### src/rtl/pipe_cla_adder.sv
// ============================================================================
// Module      : pipe_cla_adder
// Description : Pipelined carry-lookahead adder/subtractor, one BLOCK-bit
//               lookahead group resolved per stage, valid/ready on both sides.
// Revision    : 1.0 - initial release
// ============================================================================
`default_nettype none

module pipe_cla_adder #(
    parameter int WIDTH = 16,
    parameter int BLOCK = 4
) (
    input  logic             clk,
    input  logic             rst,
    input  logic             in_valid,
    output logic             in_ready,
    input  logic [WIDTH-1:0] a,
    input  logic [WIDTH-1:0] b,
    input  logic             cin,
    input  logic             sub,
    output logic             out_valid,
    input  logic             out_ready,
    output logic [WIDTH-1:0] s,
    output logic             cout,
    output logic             ovf
);

    localparam int L = WIDTH / BLOCK;

    // Returns {carry_out, sum}; every carry is a flat G/P product term.
    function automatic logic [BLOCK:0] cla_group(input logic [BLOCK-1:0] x,
                                                 input logic [BLOCK-1:0] y,
                                                 input logic             ci);
        logic [BLOCK-1:0] g;
        logic [BLOCK-1:0] p;
        logic [BLOCK:0]   c;
        logic             t;
        g = x & y;
        p = x ^ y;
        c = '0;
        for (int i = 0; i <= BLOCK; i++) begin
            c[i] = ci;
            for (int j = 0; j < i; j++) c[i] = c[i] & p[j];
            for (int j = 0; j < i; j++) begin
                t = g[j];
                for (int m = j + 1; m < i; m++) t = t & p[m];
                c[i] = c[i] | t;
            end
        end
        return {c[BLOCK], p ^ c[BLOCK-1:0]};
    endfunction

    logic w_adv;

    assign w_adv    = !out_valid || out_ready;
    assign in_ready = w_adv;

    for (genvar k = 0; k < L; k++) begin : g_stage
        // Stage k sees operand bits [WIDTH-1:k*BLOCK] and sum bits below it.
        localparam int IW = WIDTH - k * BLOCK;
        localparam int SW = (k + 1) * BLOCK;

        logic [IW-1:0]  w_opa;
        logic [IW-1:0]  w_opb;
        logic           w_ci;
        logic           w_vi;
        logic [BLOCK:0] w_grp;
        logic [SW-1:0]  w_snext;
        logic [SW-1:0]  r_s;
        logic           r_c;
        logic           r_vld;

        if (k == 0) begin : g_head
            assign w_opa   = a;
            assign w_opb   = sub ? ~b : b;
            assign w_ci    = sub ? ~cin : cin;
            assign w_vi    = in_valid;
            assign w_snext = w_grp[BLOCK-1:0];
        end else begin : g_body
            assign w_opa   = g_stage[k-1].g_fwd.r_a;
            assign w_opb   = g_stage[k-1].g_fwd.r_b;
            assign w_ci    = g_stage[k-1].r_c;
            assign w_vi    = g_stage[k-1].r_vld;
            assign w_snext = {w_grp[BLOCK-1:0], g_stage[k-1].r_s};
        end

        assign w_grp = cla_group(w_opa[BLOCK-1:0], w_opb[BLOCK-1:0], w_ci);

        // Data registers only load on a real operation so outputs hold across bubbles.
        always_ff @(posedge clk) begin
            if (rst) begin
                r_vld <= 1'b0;
                r_c   <= 1'b0;
                r_s   <= '0;
            end else if (w_adv) begin
                r_vld <= w_vi;
                if (w_vi) begin
                    r_c <= w_grp[BLOCK];
                    r_s <= w_snext;
                end
            end
        end

        if (k < L - 1) begin : g_fwd
            logic [IW-BLOCK-1:0] r_a;
            logic [IW-BLOCK-1:0] r_b;

            always_ff @(posedge clk) begin
                if (rst) begin
                    r_a <= '0;
                    r_b <= '0;
                end else if (w_adv && w_vi) begin
                    r_a <= w_opa[IW-1:BLOCK];
                    r_b <= w_opb[IW-1:BLOCK];
                end
            end
        end

        if (k == L - 1) begin : g_tail
            logic r_ovf;

            // a^b^sum at the MSB recovers the carry into the MSB.
            always_ff @(posedge clk) begin
                if (rst) begin
                    r_ovf <= 1'b0;
                end else if (w_adv && w_vi) begin
                    r_ovf <= w_opa[BLOCK-1] ^ w_opb[BLOCK-1] ^ w_grp[BLOCK-1] ^ w_grp[BLOCK];
                end
            end
        end
    end

    assign out_valid = g_stage[L-1].r_vld;
    assign s         = g_stage[L-1].r_s;
    assign cout      = g_stage[L-1].r_c;
    assign ovf       = g_stage[L-1].g_tail.r_ovf;

endmodule

`default_nettype wire

### config.mk
export PLATFORM = sky130hd
export DESIGN_NAME = pipe_cla_adder
export DESIGN_NICKNAME = d
export VERILOG_FILES = /design/src/rtl/pipe_cla_adder.sv
export SDC_FILE = /design/constraint.sdc
export NUM_CORES = 1
export LEC_CHECK = 0
export ABC_AREA = 1
export CAP_MARGIN = 20
export CORE_ASPECT_RATIO = 1.5
export CORE_MARGIN = 3
export CORE_UTILIZATION = 36
export CTS_CLUSTER_DIAMETER = 60
export CTS_CLUSTER_SIZE = 10
export DETAILED_ROUTE_END_ITERATION = 8
export GPL_TIMING_DRIVEN = 0
export PLACE_DENSITY = 0.65
export SLEW_MARGIN = 30
export SYNTH_ARGS = -nofsm -noshare
export SYNTH_HDL_FRONTEND = slang
export SYNTH_SLANG_ARGS = --single-unit
### constraint.sdc
create_clock -name clk -period 4.6 [get_ports clk]
set_input_delay 0.92 -clock clk [delete_from_list [all_inputs] [get_ports clk]]
set_output_delay 0.92 -clock clk [all_outputs]
set_load 0.02 [all_outputs]
==> impl_metrics.tcl <==
set metrics [dict create \
    final_cells 736 \
    syn_avg_cell_area_um2 8.06 \
    syn_nets 581 \
    cts.path.max_buffers 2 \
    fin_crit_sh_pct 68.4 \
    vias 3420 \
    drtIter0Drc 150 \
    start_util_pct 37.4 \
    clkSinkCount 97 \
    ys_types 26 \
    path_class "primary input to primary output" \
    wl_per_cell_um 12.6 \
    grt_pass1_wl_um 15300 \
    post_cts_buffers 0 \
    crit_path_frequent_cell "clkdlybuf4s50_1" \
    min_period_ns 3.15 \
    max_cap_viol_count 0 \
    final_max_slew_viol_count 0 \
    place_area_mm2 0.00492 \
    root_buffer "clkbuf_16" \
    synth_top_area_share_pct 46.4 \
    grt-busiest-layer "met2" \
    rows 47 \
    drive_above_1_share_pct 7.98 \
    use_met1_pct 16.1 \
    netlist_area_mm2 0.00418 \
    cts_tree "built" \
    ys_warn_count 0 \
    total_power_mw 1.87 \
    ant_nets 0 \
    fin_tns_setup_ns 0 \
    clk_pin_slew_ns 0.06 \
    dp.cells 721 \
    multi_input_area_mm2 0.00192 \
    hp-class "flop to flop" \
    die_y_um 138 \
    yosysSeqAreaShare_pct 46.4 \
    pin_count 58 \
    hold_violations 0 \
    slew_headroom_pct 60.8 \
    antenna_found_initial 0 \
    clock_power_share_pct 36.8 \
    finClkSkew_ns 0.00782 \
    area_delta_synth_final_pct 24.1 \
    start_kind "primary input" \
    overflow 0 \
    rsz0062_at_grt "no" \
    p_int_mw 1.39 \
    viasPerCell 4.65 \
    vdd_drop_max_mv 0.191 \
    status "completed" \
    ctsHoldBuffers 0 \
    cts_resized 0 \
    hold_ws_ns 0.460 \
    seqPwrFrac_pct 49.5 \
    h-tree-depth 3 \
    netlist_top_cells_area "dfxtp_1 46%, nor2_1 11%, o21ai_0 8.5%" \
    cp.required_ns 3.68 \
    path_cells "clkdlybuf4s50_1 > nor2_4 > inv_4 > clkdlybuf4s50_1" \
    dieArea_mm2 0.0130 \
    dp_hpwl_um 7200 \
    cp_slowest_cell "clkdlybuf4s50_1" \
    ff_latch_area_mm2 0.00194 \
    worstPathArrival_ns 2.23 \
    swShare_pct 25.6 \
    route.detailed.drc 0 \
    finalSetupViolCount 0 \
    postLayoutCellArea_mm2 0.00519 \
    yosysTopAreaCell "dfxtp_1" \
    use_met2_pct 28.6 \
    fin_nets 647 \
    leakage_nw 2.25 \
    worstSetupEndpointType "primary output" \
    drt_pass1_iterations 5 \
    tightest_slew_ns 0.588 \
    power_density_mw_per_mm2 360 \
    met3_usage_pct 3.64 \
    grt_pass1_vias 3288 \
    switchingPower_mw 0.478 \
    wl_um 9260 \
    track_usage_pct 15.4 \
    cpPeakStageDelay_ns 0.61 \
    antennaDiodeCount 0 \
    grt_max_degree 16 \
    ys_ff_latch 97 \
    cts_made_buffers 9 \
    io_buffers 55 \
    worstPathMaxFanout 5 \
    p_comb_share_pct 13.7 \
    timing.fmax_mhz 318 \
    clock_latency_ns 0.35 \
    filler_cell_count 1156 \
    gp_congestion 0.862 \
    die_w_um 94.0 \
    syn-instance-count 519 \
    coreArea_mm2 0.0112 \
]
[placed cells by master (no fill, tap or decap)]
cell / count
clkinv_2: 1
inv_6: 1
inv_1: 36
clkinvlp_4: 2
clkbuf_16: 9
nor2_2: 1
buf_2: 14
clkbuf_8: 1
clkdlybuf4s50_1: 55
nand2_2: 2
a21oi_1: 35
ha_1: 20
dfxtp_1: 97
buf_1: 1
nand3_1: 13
clkbuf_1: 9
xnor2_1: 9
o21ai_0: 71
nand4_1: 1
nand2_4: 1
buf_6: 4
o21ai_1: 14
nand2_1: 33
xor2_1: 16
inv_4: 1
inv_2: 4
fa_1: 4
buf_4: 2
a211oi_2: 3
nor2_4: 1
nand3b_1: 4
nor2_1: 124
[area by class of cell]
cell class	instances	share of cell area (%)
multi-input combinational	352	37.0
inverter	41	3.01
clock buffer	11	4.68
clock inverter	4	0.555
buffer	29	3.16
timing repair buffer	55	10.6
tap	147	3.55
sequential	97	37.4
[layer usage]
| layer | vias up | share of wire (%) |
|---|---|---|
| met5 | - | 0 |
| met3 | 16 | 3.7 |
| met1 | 1540 | 41 |
| li1 | 1805 | - |
| met2 | 59 | 53 |
| met4 | 0 | 2.7 |
[flip-flops by register name, indices dropped and copies added, names as in the netlist]
signal,count
g_stage.g_fwd.r_a,24
g_stage.g_fwd.r_b,24
ovf,1
out_valid,1
g_stage.r_c,3
g_stage.r_s,24
cout,1
g_stage.r_vld,3
s,16
[Yosys cell counts]
master,n
nor2_1,124
dfxtp_1,97
o21ai_0,71
inv_1,36
a21oi_1,35
nand2_1,33
ha_1,20
xor2_1,16
buf_2,14
o21ai_1,14
nand3_1,13
xnor2_1,9
clkbuf_1,8
buf_6,4
fa_1,4
inv_2,4
nand3b_1,4
a211oi_2,3
buf_4,2
nand2_2,2
buf_1,1
inv_4,1
nand2_4,1
nand4_1,1
nor2_2,1
nor2_4,1
[power by group through the flow]
stage | clock, mW | sequential, mW | combinational (mW)
final | 0.687 | 0.924 | 0.256
after floorplan | 0 | 0.940 | 0.163
after CTS | 0.703 | 0.924 | 0.260
after global placement | 0 | 0.941 | 0.252
after global routing | 0.739 | 0.929 | 0.291
after detailed placement | 0 | 0.943 | 0.257
[per-stage QoR]
| step | worst slack (ns) | utilization (%) |
|---|---|---|
| floorplan | 2.04 | - |
| global placement | 1.45 | 44.0 |
| detailed placement | 1.46 | 44.0 |
| CTS | 1.44 | 46.4 |
| global route | 1.41 | 46.4 |
| finish | 1.45 | 46.4 |
[final timing paths]
| kind | from | to | slack [ns] | depth (start not counted) |
|---|---|---|---|---|
| setup / recovery | out_ready | in_ready | 1.45 | 4 |
| hold / removal | g_stage[0].g_fwd.r_b[4]$_SDFFE_PP0P_ | g_stage[1].g_fwd.r_b[0]$_SDFFE_PP0P_ | 0.46 | 2 |
| setup reg to reg | g_stage[1].g_fwd.r_b[0]$_SDFFE_PP0P_ | g_stage[2].r_s[11]$_SDFFE_PP0P_ | 3.06 | 10 |
| hold reg to reg | g_stage[0].g_fwd.r_b[4]$_SDFFE_PP0P_ | g_stage[1].g_fwd.r_b[0]$_SDFFE_PP0P_ | 0.46 | 2 |
[cell families (layout without fill, tap and decap cells)]
kind of cell	count (synthesis)	in the layout	synth area share, %
XOR/XNOR	25	25	5.24
buffers and inverters	70	140	7.66
flip-flops	97	97	46.4
adder cells (fa/ha/maj)	24	24	7.90
AND/OR/NAND/NOR	180	180	17.5
AO/OA/AOI/OAI	123	123	15.3
[critical path, delay by kind of cell]
family                 cells  cell delay, ns
buffers and inverters      3            1.22
and+or+nand+nor            1            0.08
No activity file was read; power rests on OpenSTA's default activity.
